### config.mk
export PLATFORM = sky130hd
export DESIGN_NAME = core_boot_ctrl
export DESIGN_NICKNAME = d
export VERILOG_FILES = /design/src/rtl/core_boot_ctrl.sv
export SDC_FILE = /design/constraint.sdc
export NUM_CORES = 1
export LEC_CHECK = 0
export ABC_CLOCK_PERIOD_IN_PS = 6740
export CAP_MARGIN = 20
export CORE_MARGIN = 5
export CORE_UTILIZATION = 50
export CTS_CLUSTER_DIAMETER = 50
export CTS_CLUSTER_SIZE = 16
export DETAILED_ROUTE_END_ITERATION = 6
export GPL_ROUTABILITY_DRIVEN = 0
export PLACE_DENSITY = 0.88
export RECOVER_POWER = 50
export SLEW_MARGIN = 20
export SYNTH_ARGS = -nofsm -noshare
export SYNTH_HDL_FRONTEND = slang
export SYNTH_SLANG_ARGS = --single-unit
### constraint.sdc
create_clock -name clk -period 6.74 [get_ports clk]
set_input_delay 1.348 -clock clk [delete_from_list [all_inputs] [get_ports clk]]
set_output_delay 1.348 -clock clk [all_outputs]
set_load 0.01 [all_outputs]
### src/rtl/core_boot_ctrl.sv
`default_nettype none
// ============================================================================
//  Module   : core_boot_ctrl
//  Purpose  : Boot/test controller for CoreTop. It streams a program image into
//             instruction memory and then data memory, and holds the core in
//             reset for a settle delay. It then releases the core and watches
//             mscratch writes for a pass/fail signature, with a run-cycle
//             counter, an optional timeout and restart.
//  Revision : 1.0 - initial release
// ============================================================================
module core_boot_ctrl #(
  parameter int          INST_WORDS  = 1024,
  parameter int          DATA_WORDS  = 512,
  parameter logic [31:0] BOOT_ADDR   = 32'hFFFF_0000,
  parameter int          RELEASE_DLY = 10,
  parameter logic [31:0] PASS_SIG    = 32'hFFFF_1234,
  parameter logic [31:0] FAIL_SIG    = 32'h1234_FFFF,
  parameter int          CNT_W       = 32,
  localparam int         IA_W        = (INST_WORDS > 1) ? $clog2(INST_WORDS) : 1,
  localparam int         DA_W        = (DATA_WORDS > 1) ? $clog2(DATA_WORDS) : 1
) (
  input  logic             clk,
  input  logic             rst,
  input  logic             restart,
  input  logic             ld_valid,
  input  logic [31:0]      ld_data,
  output logic             ld_ready,
  output logic             imem_we,
  output logic [IA_W-1:0]  imem_addr,
  output logic             dmem_we,
  output logic [DA_W-1:0]  dmem_addr,
  output logic [31:0]      mem_wdata,
  output logic             core_rstn,
  output logic [31:0]      boot_addr,
  input  logic             csr_we,
  input  logic [11:0]      csr_addr,
  input  logic [31:0]      csr_wdata,
  input  logic [CNT_W-1:0] timeout_cycles,
  output logic             done,
  output logic             pass,
  output logic             fail,
  output logic             timeout,
  output logic [CNT_W-1:0] cycle_count
);

  // One shared load index serves both memories, so it is sized for the larger.
  localparam int               IDX_W    = (IA_W > DA_W) ? IA_W : DA_W;
  localparam int               HLD_W    = (RELEASE_DLY > 1) ? $clog2(RELEASE_DLY) : 1;
  localparam logic [IDX_W-1:0] I_LAST   = IDX_W'(INST_WORDS - 1);
  localparam logic [IDX_W-1:0] D_LAST   = IDX_W'(DATA_WORDS - 1);
  localparam logic [HLD_W-1:0] H_LAST   = HLD_W'(RELEASE_DLY - 1);
  localparam logic [11:0]      MSCRATCH = 12'h340;

  localparam logic [2:0] S_LOAD_I = 3'd0;
  localparam logic [2:0] S_LOAD_D = 3'd1;
  localparam logic [2:0] S_HOLD   = 3'd2;
  localparam logic [2:0] S_RUN    = 3'd3;
  localparam logic [2:0] S_DONE   = 3'd4;

  logic [2:0]       state_q, state_d;
  logic [IDX_W-1:0] idx_q, idx_d;
  logic [HLD_W-1:0] hold_q, hold_d;
  logic             ld_ready_q, ld_ready_d;
  logic             imem_we_q, imem_we_d;
  logic             dmem_we_q, dmem_we_d;
  logic [IA_W-1:0]  imem_addr_q, imem_addr_d;
  logic [DA_W-1:0]  dmem_addr_q, dmem_addr_d;
  logic [31:0]      wdata_q, wdata_d;
  logic             core_rstn_q, core_rstn_d;
  logic             done_q, done_d;
  logic             pass_q, pass_d;
  logic             fail_q, fail_d;
  logic             timeout_q, timeout_d;
  logic [CNT_W-1:0] cnt_q, cnt_d;

  logic accept;
  logic csr_hit;
  logic tmo_hit;

  assign accept  = ld_valid & ld_ready_q;
  assign csr_hit = csr_we & (csr_addr == MSCRATCH);
  assign tmo_hit = (timeout_cycles != '0) && (cnt_q == timeout_cycles - CNT_W'(1));

  // Next-state logic: load sequencing, reset hold, run monitoring and restart.
  always_comb begin
    state_d     = state_q;
    idx_d       = idx_q;
    hold_d      = hold_q;
    ld_ready_d  = 1'b0;
    imem_we_d   = 1'b0;
    dmem_we_d   = 1'b0;
    imem_addr_d = imem_addr_q;
    dmem_addr_d = dmem_addr_q;
    wdata_d     = wdata_q;
    core_rstn_d = core_rstn_q;
    done_d      = done_q;
    pass_d      = pass_q;
    fail_d      = fail_q;
    timeout_d   = timeout_q;
    cnt_d       = cnt_q;
    case (state_q)
      S_LOAD_I: begin
        // Ready stays high into LOAD_D so a back-to-back stream never stalls.
        ld_ready_d = 1'b1;
        if (accept) begin
          imem_we_d   = 1'b1;
          imem_addr_d = idx_q[IA_W-1:0];
          wdata_d     = ld_data;
          if (idx_q == I_LAST) begin
            idx_d   = '0;
            state_d = S_LOAD_D;
          end else begin
            idx_d = idx_q + IDX_W'(1);
          end
        end
      end
      S_LOAD_D: begin
        ld_ready_d = 1'b1;
        if (accept) begin
          dmem_we_d   = 1'b1;
          dmem_addr_d = idx_q[DA_W-1:0];
          wdata_d     = ld_data;
          if (idx_q == D_LAST) begin
            idx_d      = '0;
            hold_d     = '0;
            ld_ready_d = 1'b0;
            state_d    = S_HOLD;
          end else begin
            idx_d = idx_q + IDX_W'(1);
          end
        end
      end
      S_HOLD: begin
        if (hold_q == H_LAST) begin
          core_rstn_d = 1'b1;
          state_d     = S_RUN;
        end else begin
          hold_d = hold_q + HLD_W'(1);
        end
      end
      S_RUN: begin
        // A signature wins over a timeout landing in the same cycle; the
        // counter is frozen on the terminating cycle so it reads the end cycle.
        if (csr_hit && (csr_wdata == PASS_SIG)) begin
          pass_d      = 1'b1;
          done_d      = 1'b1;
          core_rstn_d = 1'b0;
          state_d     = S_DONE;
        end else if (csr_hit && (csr_wdata == FAIL_SIG)) begin
          fail_d      = 1'b1;
          done_d      = 1'b1;
          core_rstn_d = 1'b0;
          state_d     = S_DONE;
        end else if (tmo_hit) begin
          timeout_d   = 1'b1;
          done_d      = 1'b1;
          core_rstn_d = 1'b0;
          state_d     = S_DONE;
        end else if (cnt_q != '1) begin
          cnt_d = cnt_q + CNT_W'(1);
        end
      end
      S_DONE: begin
        if (restart) begin
          idx_d      = '0;
          hold_d     = '0;
          ld_ready_d = 1'b1;
          done_d     = 1'b0;
          pass_d     = 1'b0;
          fail_d     = 1'b0;
          timeout_d  = 1'b0;
          cnt_d      = '0;
          state_d    = S_LOAD_I;
        end
      end
      default: begin
        state_d = S_LOAD_I;
      end
    endcase
  end

  // State and output registers, cleared immediately by rst.
  always_ff @(posedge clk or posedge rst) begin
    if (rst) begin
      state_q     <= S_LOAD_I;
      idx_q       <= '0;
      hold_q      <= '0;
      ld_ready_q  <= 1'b0;
      imem_we_q   <= 1'b0;
      dmem_we_q   <= 1'b0;
      imem_addr_q <= '0;
      dmem_addr_q <= '0;
      wdata_q     <= '0;
      core_rstn_q <= 1'b0;
      done_q      <= 1'b0;
      pass_q      <= 1'b0;
      fail_q      <= 1'b0;
      timeout_q   <= 1'b0;
      cnt_q       <= '0;
    end else begin
      state_q     <= state_d;
      idx_q       <= idx_d;
      hold_q      <= hold_d;
      ld_ready_q  <= ld_ready_d;
      imem_we_q   <= imem_we_d;
      dmem_we_q   <= dmem_we_d;
      imem_addr_q <= imem_addr_d;
      dmem_addr_q <= dmem_addr_d;
      wdata_q     <= wdata_d;
      core_rstn_q <= core_rstn_d;
      done_q      <= done_d;
      pass_q      <= pass_d;
      fail_q      <= fail_d;
      timeout_q   <= timeout_d;
      cnt_q       <= cnt_d;
    end
  end

  assign ld_ready    = ld_ready_q;
  assign imem_we     = imem_we_q;
  assign imem_addr   = imem_addr_q;
  assign dmem_we     = dmem_we_q;
  assign dmem_addr   = dmem_addr_q;
  assign mem_wdata   = wdata_q;
  assign core_rstn   = core_rstn_q;
  assign boot_addr   = BOOT_ADDR;
  assign done        = done_q;
  assign pass        = pass_q;
  assign fail        = fail_q;
  assign timeout     = timeout_q;
  assign cycle_count = cnt_q;

endmodule
`default_nettype wire
# [Word level (Yosys, flattened, before mapping)]
# Index checks and enable logic that the tools add are counted.
[word_totals] ff_bits=108 inputBits=113 output_inout_bits=123 elab_cells=122
[classes] n_addsub=4 n_eq_ne=27 mux=52 n_bitwise=2 n_reduce_logical=22
[ops] op="32-bit 2-to-1 mux" count=5
[ops] op="32-bit case mux with 2 select lines" count=1
[ops] op="10-bit 2-to-1 mux" count=5
[ops] op="32-bit by 1-bit adder with 32-bit output (second input constant)" count=1
[ops] op="32-bit by 29-bit == test with 1-bit output (second input constant)" count=1
[ops] op="32-bit == test" count=1
[ops] op="32-bit == test (second input constant)" count=1
[ops] op="32-bit inequality test (second input constant)" count=1
[ops] op="32-bit nonzero test" count=1
[ops] op="32-bit by 1-bit subtractor with 32-bit output (second input constant)" count=1
[ops] op="10-bit case mux with 3 select lines" count=1
[ops] op="2-bit inequality test (second input constant)" count=14
[ops] op="3-bit 2-to-1 mux" count=9
[ops] op="1-bit 2-to-1 mux" count=19
[ops] op="4-bit 2-to-1 mux" count=4
[ops] op="3-bit case mux with 5 select lines" count=1
[ops] op="12-bit by 10-bit == test with 1-bit output (second input constant)" count=1
[ops] op="4-bit case mux with 3 select lines" count=1
[ops] op="10-bit by 1-bit adder with 10-bit output (second input constant)" count=1
[ops] op="10-bit == test (second input constant)" count=1
[ops] op="10-bit by 9-bit == test with 1-bit output (second input constant)" count=1
[ops] op="1-bit case mux with 2 select lines" count=5
[ops] op="5-bit AND reduction" count=2
[ops] op="3-bit AND reduction" count=3
[ops] op="other kinds (17)" count=26

# [Depth between registers and ports, before layout]
# Gate-level depths: netlist of the first run.
[logic_depth] depth_word=7 mapped_depth=14 ltp_nobuf=12

# [Worst setup path before layout of the first run]
# Ideal clock, no wire load.
[synth_timing] path_kind="input to register" start="input port timeout_cycles[5]" end="register cnt_q[0], in the netlist cycle_count[0]" arrival_time_ns=4.067 required_time_ns=6.622 path_slack_ns=2.555 stages=13 path_buffers=3 cell_sequence="buf_6 -> or4_4 -> a311oi_1 -> nand4_1 -> or4_1 -> nor4_1 -> and4_1 -> a32oi_2 -> o21ai_2 -> buf_6 -> buf_6 -> nor3_1 -> a21o_1"
[synth_via] elab_chain_cells=5 word_cells_on_any_way=6 cone_classes="add/sub: 1; eq/ne: 2; reduce/logical: 3"
[synth_lines] item="from (decl)" line="38" source="input logic [CNT_W-1:0] timeout_cycles,"
[synth_lines] item="32-bit by 1-bit subtractor with 32-bit output" line="82" source="assign tmo_hit = (timeout_cycles != '0) && (cnt_q == timeout_cycles - CNT_W'(1));"
[synth_lines] item="32-bit == test" line="82"
[synth_lines] item="1-bit logical AND (*)" line="82"
[synth_lines] item="2-bit inequality test (no line) (*)"
[synth_lines] item="6-bit AND reduction (no line) (*)"
[synth_lines] item="to (signal assigned)" line="215" source="cnt_q <= cnt_d;"
[synth_lines] item="to (decl)" line="74" source="logic [CNT_W-1:0] cnt_q, cnt_d;"
# Every way passes the cells marked *; elsewhere a longest branch is shown, timed or not.
# A chain may end at the register's enable or synchronous reset.

# [Final worst setup path of the first run]
[layout_timing] start="input port timeout_cycles[0]" end="register cnt_q[14], in the netlist cycle_count[14]"
# Same word-level chain as after synthesis.

==> key figures, run 1 <==
Route
  • First DRT Iteration DRCs: approximately 480
  • # DRC: 0
  • Routed Antenna Nets: 0
  • Final wirelength: approximately 19 mm
  • DRT Pass-1 Iters: 5
  • Vias/cell: roughly 5.7
  • Via count: slightly above 6,000
  • Routed wire per std cell: approximately 17 um

STA
  • Max_slew headroom: -52.8%
  • Period utilization: between 70% and 80%
  • Final Hold Slack: 0.488 ns
  • Final Skew: 0.00645 ns
  • Final WS setup: around 1.4 ns
  • Finish-stage setup viols: 0
  • Setup TNS: 0 ns
  • RSZ-0062 raised after global routing: false
  • Hold Violations, Final: 0
  • Period minus WS final: 5.33 ns
  • Worst-Margin Slew: between 2 and 2.5 ns
  • Fmax: between 150 and 200 MHz
  • Max Slew Vio Count: between 50 and 60

Finish
  • Final net count: between 1,000 and 1,500
  • Layout cells sized above 1: 9.70%
  • Layout Cells excl Fill: around 1,100
  • Area grow syn2layout: 34.6%

Die
  • Site Rows: 42
  • Die H: between 100 and 150 um
  • I/O pins: roughly 240
  • Initial Utilization: around half
  • Die Span X: between 100 and 150 um
  • Die area: around 16,000 um^2
  • Core ar.: approximately 13,000 um^2

Pwr
  • Leakage dissipation: ~4 nW
  • Tot Pwr: 1.34 mW
  • Peak VDD IR: approximately 0.15 mV
  • Pwr/cell area: 148 nW/um^2

CTS
  • H-tree levels: 3
  • CTS tree: done
  • Inserted Clock Buffers: 9
  • Hold_buf cts: 0
  • # clock sinks: 108
  • Post-CTS Setup Inserts: 0
  • # resized after CTS: 0
  • Clk_lat worst skew: between 0.3 and 0.4 ns
  • Clk buf depth: 2
  • Root buffer cell: clkbuf_16
  • Clock transition at path regs: roughly 0.070 ns

Logic synthesis
  • Synth top area share: between 40% and 50%
  • Synthesis-stage register bit count: 108
  • Register area share after synthesis: between 40 and 50%
  • Top cells by area, synth: dfrtp_1 40%, mux2_2 8.7%, xnor2_1 3.9%
  • Commonest cells post-synth: 108 x dfrtp_1, 61 x nand2_1, 52 x mux2_2, 52 x nor2_1, 36 x nand3_1
  • Mapped Cells: slightly above 700
  • Synth area leader: dfrtp_1
  • Post-synth EDFFs: 0
  • Post-synth ARST share: 100%
  • Synthesis Warnings: 0
  • Ys flop type: dfrtp_1
  • Most common cell in the synthesized netlist: dfrtp_1
  • Syn Area/Cell: ~9.4 um^2
  • Netlist cell types: between 60 and 70
  • Synth Cell Area: roughly 6700 um^2

Run status
  • Failing checks: capacitance limit, slew limit
  • Run status: finished, violations left

Worst setup path
  • Slowest CP cell: nor3b_1
  • Worst Setup Path Type: primary input to flop
  • Arrival time worst endpoint: 5.60 ns
  • Crit path launch type: primary input
  • Critical Path Sink Type: flop
  • R2r setup slk: roughly 2.9 ns
  • Reg2Reg Depth: 9
  • R2R Path End: cycle_count[14]
  • Crit-path cells: clkdlybuf4s50_1, inv_1, ha_1, nor3b_1, nand4_1, nor4bb_1, nor3_1, and4_1, a32oi_2, o21ai_2, or4_1, a21oi_1
  • Req. time, crit path: 7.00 ns
  • Crit path largest cell delay: around 0.63 ns
  • Crit path from: timeout_cycles[0]
  • Critical path peak fanout: 22
  • Reg2reg start: cycle_count[8]

Run
  • # Max-Cap Violations: 1

Placed design
  • Input/output buffers: 203
  • DP Worst Slack: roughly 1.1 ns
  • Placed Cells: ~1,100
  • HPWL Detailed: 14.5 mm

Global route
  • Number of global-route vias before repair: about 6,200
  • All-Layer GR Usage: between 20% and 30%
  • Grt total ovfl: 0
  • Largest net degree at the start of global routing: 58
  • Global-route wire length before repair: between 30 and 40 mm
  • Initial antenna violation count: 2

Worst hold path
  • WHS Path Cells: 2
  • Hold Startpoint: pass
  • Min-Delay Endpoint: pass
  • Hold Path Class: flop to flop
-- worst max-delay path by stage --
stage | slack [ns] | end
finish | 1.41 | cycle_count[14]
CTS | 1.48 | cycle_count[14]
floorplan | 2.55 | core_rstn
global placement | 1.35 | cycle_count[14]
global route | 1.05 | cycle_count[14]
detailed placement | 1.11 | cycle_count[14]
-- critical path, delay by kind of cell --
family          cells  cell delay, ns
simple gates        6            2.24
compound gates      3            1.08
buf+inv             2            0.66
fa+ha+maj           1            0.27
-- metal layers --
layer / wire, um / up-vias / GRT usage, %
li1: - / 2917 / -
met1: 7470 / 2946 / 28.5
met2: 9240 / 273 / 39.0
met3: 1860 / 37 / 7.24
met4: 346 / 2 / 7.63
met5: 13 / - / 0
-- metrics by stage --
step           cell area, um^2  util, %
2_1_floorplan             6840        -
3_3_place_gp              8760     66.2
3_5_place_dp              8760     66.2
4_1_cts                   9060     68.4
5_1_grt                   9060     68.4
6_report                  9060     68.4
-- state kept, by name (all words and copies together) (netlist names), 3 cells and up --
register	cells
imem_addr	10
mem_wdata	32
state_q	3
dmem_addr	9
idx_q	10
hold_q	4
cycle_count	32
-- power by group --
part	internal (mW)	switching, mW
logic	0.0857	0.0740
registers	0.650	0.00594
clock network	0.283	0.239
-- area by class of cell --
cell class,instances,area (um^2)
Fill cell,1045,4190
Multi-Input combinational cell,556,3700
Sequential cell,108,2700
Timing Repair Buffer,207,2060
Clock buffer,12,267
Tap cell,176,220
Inverter,20,76.3
Clock inverter,4,30.0
Antenna cell,1,2.50
-- cell usage in the layout, fill, tap and decap left out, types with 6 or more instances in the layout --
cell,instances
o21a_1,8
mux2_2,51
o211ai_1,11
and2_1,6
nand2_1,61
clkdlybuf4s50_1,117
nor2_1,52
nor4_1,17
xor2_1,26
or4_1,13
nand4_1,21
o21ai_0,24
nor3b_1,6
and3_1,12
and4_1,6
nand3_1,36
ha_1,6
a21oi_1,15
o31ai_1,7
clkbuf_16,9
dlygate4sd3_1,86
nor3_1,25
or3_1,7
nand2b_1,8
conb_1,32
inv_1,19
xnor2_1,30
dfrtp_1,108
-- logic make-up (layout without fill, tap and decap cells) --
group	count (synthesis)	count (layout)	synth area share, %
AOI/OAI and AO/OA	104	104	10.7
xor gates and xnor gates	56	56	7.29
adders and majority gates	6	6	1.12
buffers and inverters	79	243	6.69
DFF	108	108	40.2
muxes	56	56	9.30
other	2	33	0.112
and+or+nand+nor	302	302	24.7
(Power assumes the default switching activity.)
==> inputs of run 2 (changes only) <==
--- a/config.mk
+++ b/config.mk
@@ -5,15 +5,15 @@
 export SDC_FILE = /design/constraint.sdc
 export NUM_CORES = 1
 export LEC_CHECK = 0
-export ABC_CLOCK_PERIOD_IN_PS = 6740
+export ABC_CLOCK_PERIOD_IN_PS = 5450
 export CAP_MARGIN = 20
 export CORE_MARGIN = 5
-export CORE_UTILIZATION = 50
+export CORE_UTILIZATION = 46
 export CTS_CLUSTER_DIAMETER = 50
 export CTS_CLUSTER_SIZE = 16
 export DETAILED_ROUTE_END_ITERATION = 6
 export GPL_ROUTABILITY_DRIVEN = 0
-export PLACE_DENSITY = 0.88
+export PLACE_DENSITY = 0.81
 export RECOVER_POWER = 50
 export SLEW_MARGIN = 20
 export SYNTH_ARGS = -nofsm -noshare
==> constraint.sdc (replaced) <==
create_clock -name clk -period 5.45 [get_ports clk]
set_input_delay 1.09 -clock clk [delete_from_list [all_inputs] [get_ports clk]]
set_output_delay 1.09 -clock clk [all_outputs]
set_load 0.01 [all_outputs]
==> run 2 against run 1 <==
Compared with the run above:
- the run still ends with capacitance limit, slew limit left
- final cell count is 1.0% higher
- register-to-register slack lost 1.1 ns
- sequential cell count unchanged
- first-iteration DRC count is 41% lower
- critical path type unchanged
- largest power group unchanged
==> key figures, run 2 (synthesis results as in run 1) <==
STA
  • Worst-Margin Slew: 3.12 ns (+0.841 ns)
  • Fmax: about 220 MHz
  • Finish-stage setup viols: 0 (unchanged)
  • Hold Violations, Final: 0 (unchanged)
  • Final Skew: 0.00663 ns (+0.000176 ns)
  • RSZ-0062 raised after global routing: false
  • Final Hold Slack: 0.474 ns (-0.0143 ns)
  • Period utilization: 85.0%
  • Max_slew headroom: -109% (-56 points)
  • Setup TNS: 0 ns (unchanged)
  • Final WS setup: 0.817 ns (-0.590 ns)
  • Max Slew Vio Count: 107 (+100%)
  • Period minus WS final: roughly 4.6 ns

Run status
  • Failing checks: capacitance limit, slew limit
  • Run status: finished, violations left

Worst setup path
  • Arrival time worst endpoint: 4.89 ns (-0.71 ns)
  • Worst Setup Path Type: primary input to flop
  • Crit path largest cell delay: 0.64 ns (about the same)
  • Reg2reg start: state_q[2]
  • R2r setup slk: 1.79 ns (-1.13 ns)
  • Reg2Reg Depth: 7 (-2)
  • R2R Path End: cycle_count[14]
  • Critical Path Sink Type: flop
  • Req. time, crit path: 5.71 ns (-1.29 ns)
  • Crit path launch type: primary input
  • Critical path peak fanout: 22 (unchanged)
  • Crit-path cells: clkdlybuf4s50_1, or4_4, a311oi_1, nand4_1, or4_1, nor4_1, and4_1, a32oi_2, o21ai_2, o21ai_0, a21oi_1
  • Slowest CP cell: o21ai_2

Finish
  • # diodes: 0 (-1)
  • Area grow syn2layout: 34.9%
  • Final net count: 1,025 (+0.39%)
  • FILL cells: 1,195 (+14%)
  • Commonest non-fill, non-tap cells in the layout: 145 x clkdlybuf4s50_1, 108 x dfrtp_1, 61 x nand2_1
  • Layout cells sized above 1: 9.55% (-0.15 points)
  • Multi-input logic area: 3690 um^2 (-0.30%)
  • Register area: 2700 um^2 (unchanged)
  • Commonest non-fill, non-tap cell in the layout: clkdlybuf4s50_1

Die
  • I/O pins: 236 (unchanged)
  • Initial Utilization: 46.7% (-4.2 points)
  • Core ar.: 14,400 um^2 (+8.9%)
  • Die H: 131 um (+3.9%)
  • Site Rows: 44 (+4.8%)
  • Die area: 17,200 um^2 (+8.0%)
  • Die Span X: 131 um (+3.9%)

Route
  • Final wirelength: 19.1 mm (+0.74%)
  • Via count: 6,194 (+0.31%)
  • DRT Pass-1 Iters: 5 (unchanged)
  • Vias/cell: 5.66 (-0.70%)
  • First DRT Iteration DRCs: 285 (-41%)
  • # DRC: 0 (unchanged)
  • Routed wire per std cell: 17.4 um (-0.27%)
  • Routed Antenna Nets: 0 (unchanged)

Run
  • # Max-Cap Violations: 2 (+1)

Global route
  • Initial antenna violation count: 1 (-1)
  • All-Layer GR Usage: 21.6% (-1.6 points)
  • Global-route wire length before repair: 29.7 mm (-2.2%)
  • Grt total ovfl: 0 (unchanged)
  • Largest net degree at the start of global routing: 73 (+26%)
  • Number of global-route vias before repair: 5,999 (-3.2%)

Pwr
  • Pwr/cell area: 183 nW/um^2 (+24%)
  • Peak VDD IR: 0.177 mV (+20%)
  • Leakage dissipation: 3.95 nW (-0.72%)

Placed design
  • HPWL Detailed: 14.7 mm (+1.4%)
  • Input/output buffers: 203 (unchanged)
  • DP Worst Slack: 0.522 ns (-0.587 ns)

Worst hold path
  • Hold Startpoint: dmem_addr[1]
  • Hold Path Class: flop to flop
  • Min-Delay Endpoint: dmem_addr[1]
  • WHS Path Cells: 2 (unchanged)

CTS
  • Clk_lat worst skew: 0.34 ns (about the same)
  • Post-CTS Setup Inserts: 0 (unchanged)
  • CTS tree: done
  • Inserted Clock Buffers: 9 (unchanged)
  • Clk buf depth: 2 (unchanged)
  • Clock transition at path regs: 0.07 ns (about the same)
  • H-tree levels: 3 (unchanged)
  • Hold_buf cts: 0 (unchanged)
  • # resized after CTS: 0 (unchanged)
  • # clock sinks: 108 (unchanged)
  • Root buffer cell: clkbuf_16
==> run 2: metal layers <==
metal  GRT usage, %  routed length [um]
met2           35.5                9000
met3           7.20                1860
met4           8.35                 519
met5              0                  13
met1           26.4                7690
==> run 2: worst max-delay path by stage <==
stage / depth (start not counted) / start / endpoint / slack, ns
2_1_floorplan: 1 / rst / core_rstn / 1.51
3_3_place_gp: 11 / timeout_cycles[4] / cycle_count[4] / 0.56
3_5_place_dp: 11 / timeout_cycles[4] / cycle_count[14] / 0.52
5_1_grt: 11 / timeout_cycles[5] / cycle_count[6] / 0.60
4_1_cts: 11 / timeout_cycles[4] / cycle_count[6] / 0.88
6_report: 11 / timeout_cycles[5] / cycle_count[4] / 0.82
==> run 2: metrics by stage <==
stage / cells / power (mW) / cell area, um^2 / utilization (%)
final: 1095 / 1.66 / 9080 / 63.0
after global routing: 1095 / 1.73 / 9080 / 63.0
after CTS: 1095 / 1.68 / 9100 / 63.1
after detailed placement: 1079 / 1.02 / 8800 / 61.0
after global placement: 1079 / 1.02 / 8800 / 61.0
after floorplan: 743 / 0.925 / 6840 / -
==> run 2: layout make-up <==
cell class                      count  share of cell area, %
Multi-Input combinational cell    556                   40.6
Sequential cell                   108                   29.8
Timing Repair Buffer              211                   23.0
Clock buffer                       13                   2.76
Tap cell                          184                   2.54
Inverter                           20                  0.841
Clock inverter                      3                  0.510
==> run 2: where the power goes <==
part | total (mW) | internal, mW | switching [mW]
combinational | 0.198 | 0.107 | 0.0911
sequential | 0.812 | 0.804 | 0.00753
clock | 0.654 | 0.371 | 0.284
total | 1.66 | 1.28 | 0.382
==> run 2: worst max-delay path: cells and delay by family <==
kind / cells / cell delay, ns
and+or+nand+nor: 5 / 1.87
AOI/OAI and AO/OA: 5 / 1.36
buffers and inverters: 1 / 0.57
==> inputs of run 3 (changes only) <==
--- a/config.mk
+++ b/config.mk
@@ -15,7 +15,7 @@
 export GPL_ROUTABILITY_DRIVEN = 0
 export PLACE_DENSITY = 0.81
 export RECOVER_POWER = 50
-export SLEW_MARGIN = 20
 export SYNTH_ARGS = -nofsm -noshare
 export SYNTH_HDL_FRONTEND = slang
 export SYNTH_SLANG_ARGS = --single-unit
+export TNS_END_PERCENT = 30
==> results of run 3 <==
Same layout as run 2: the final DEF is identical, and so are final timing and power.
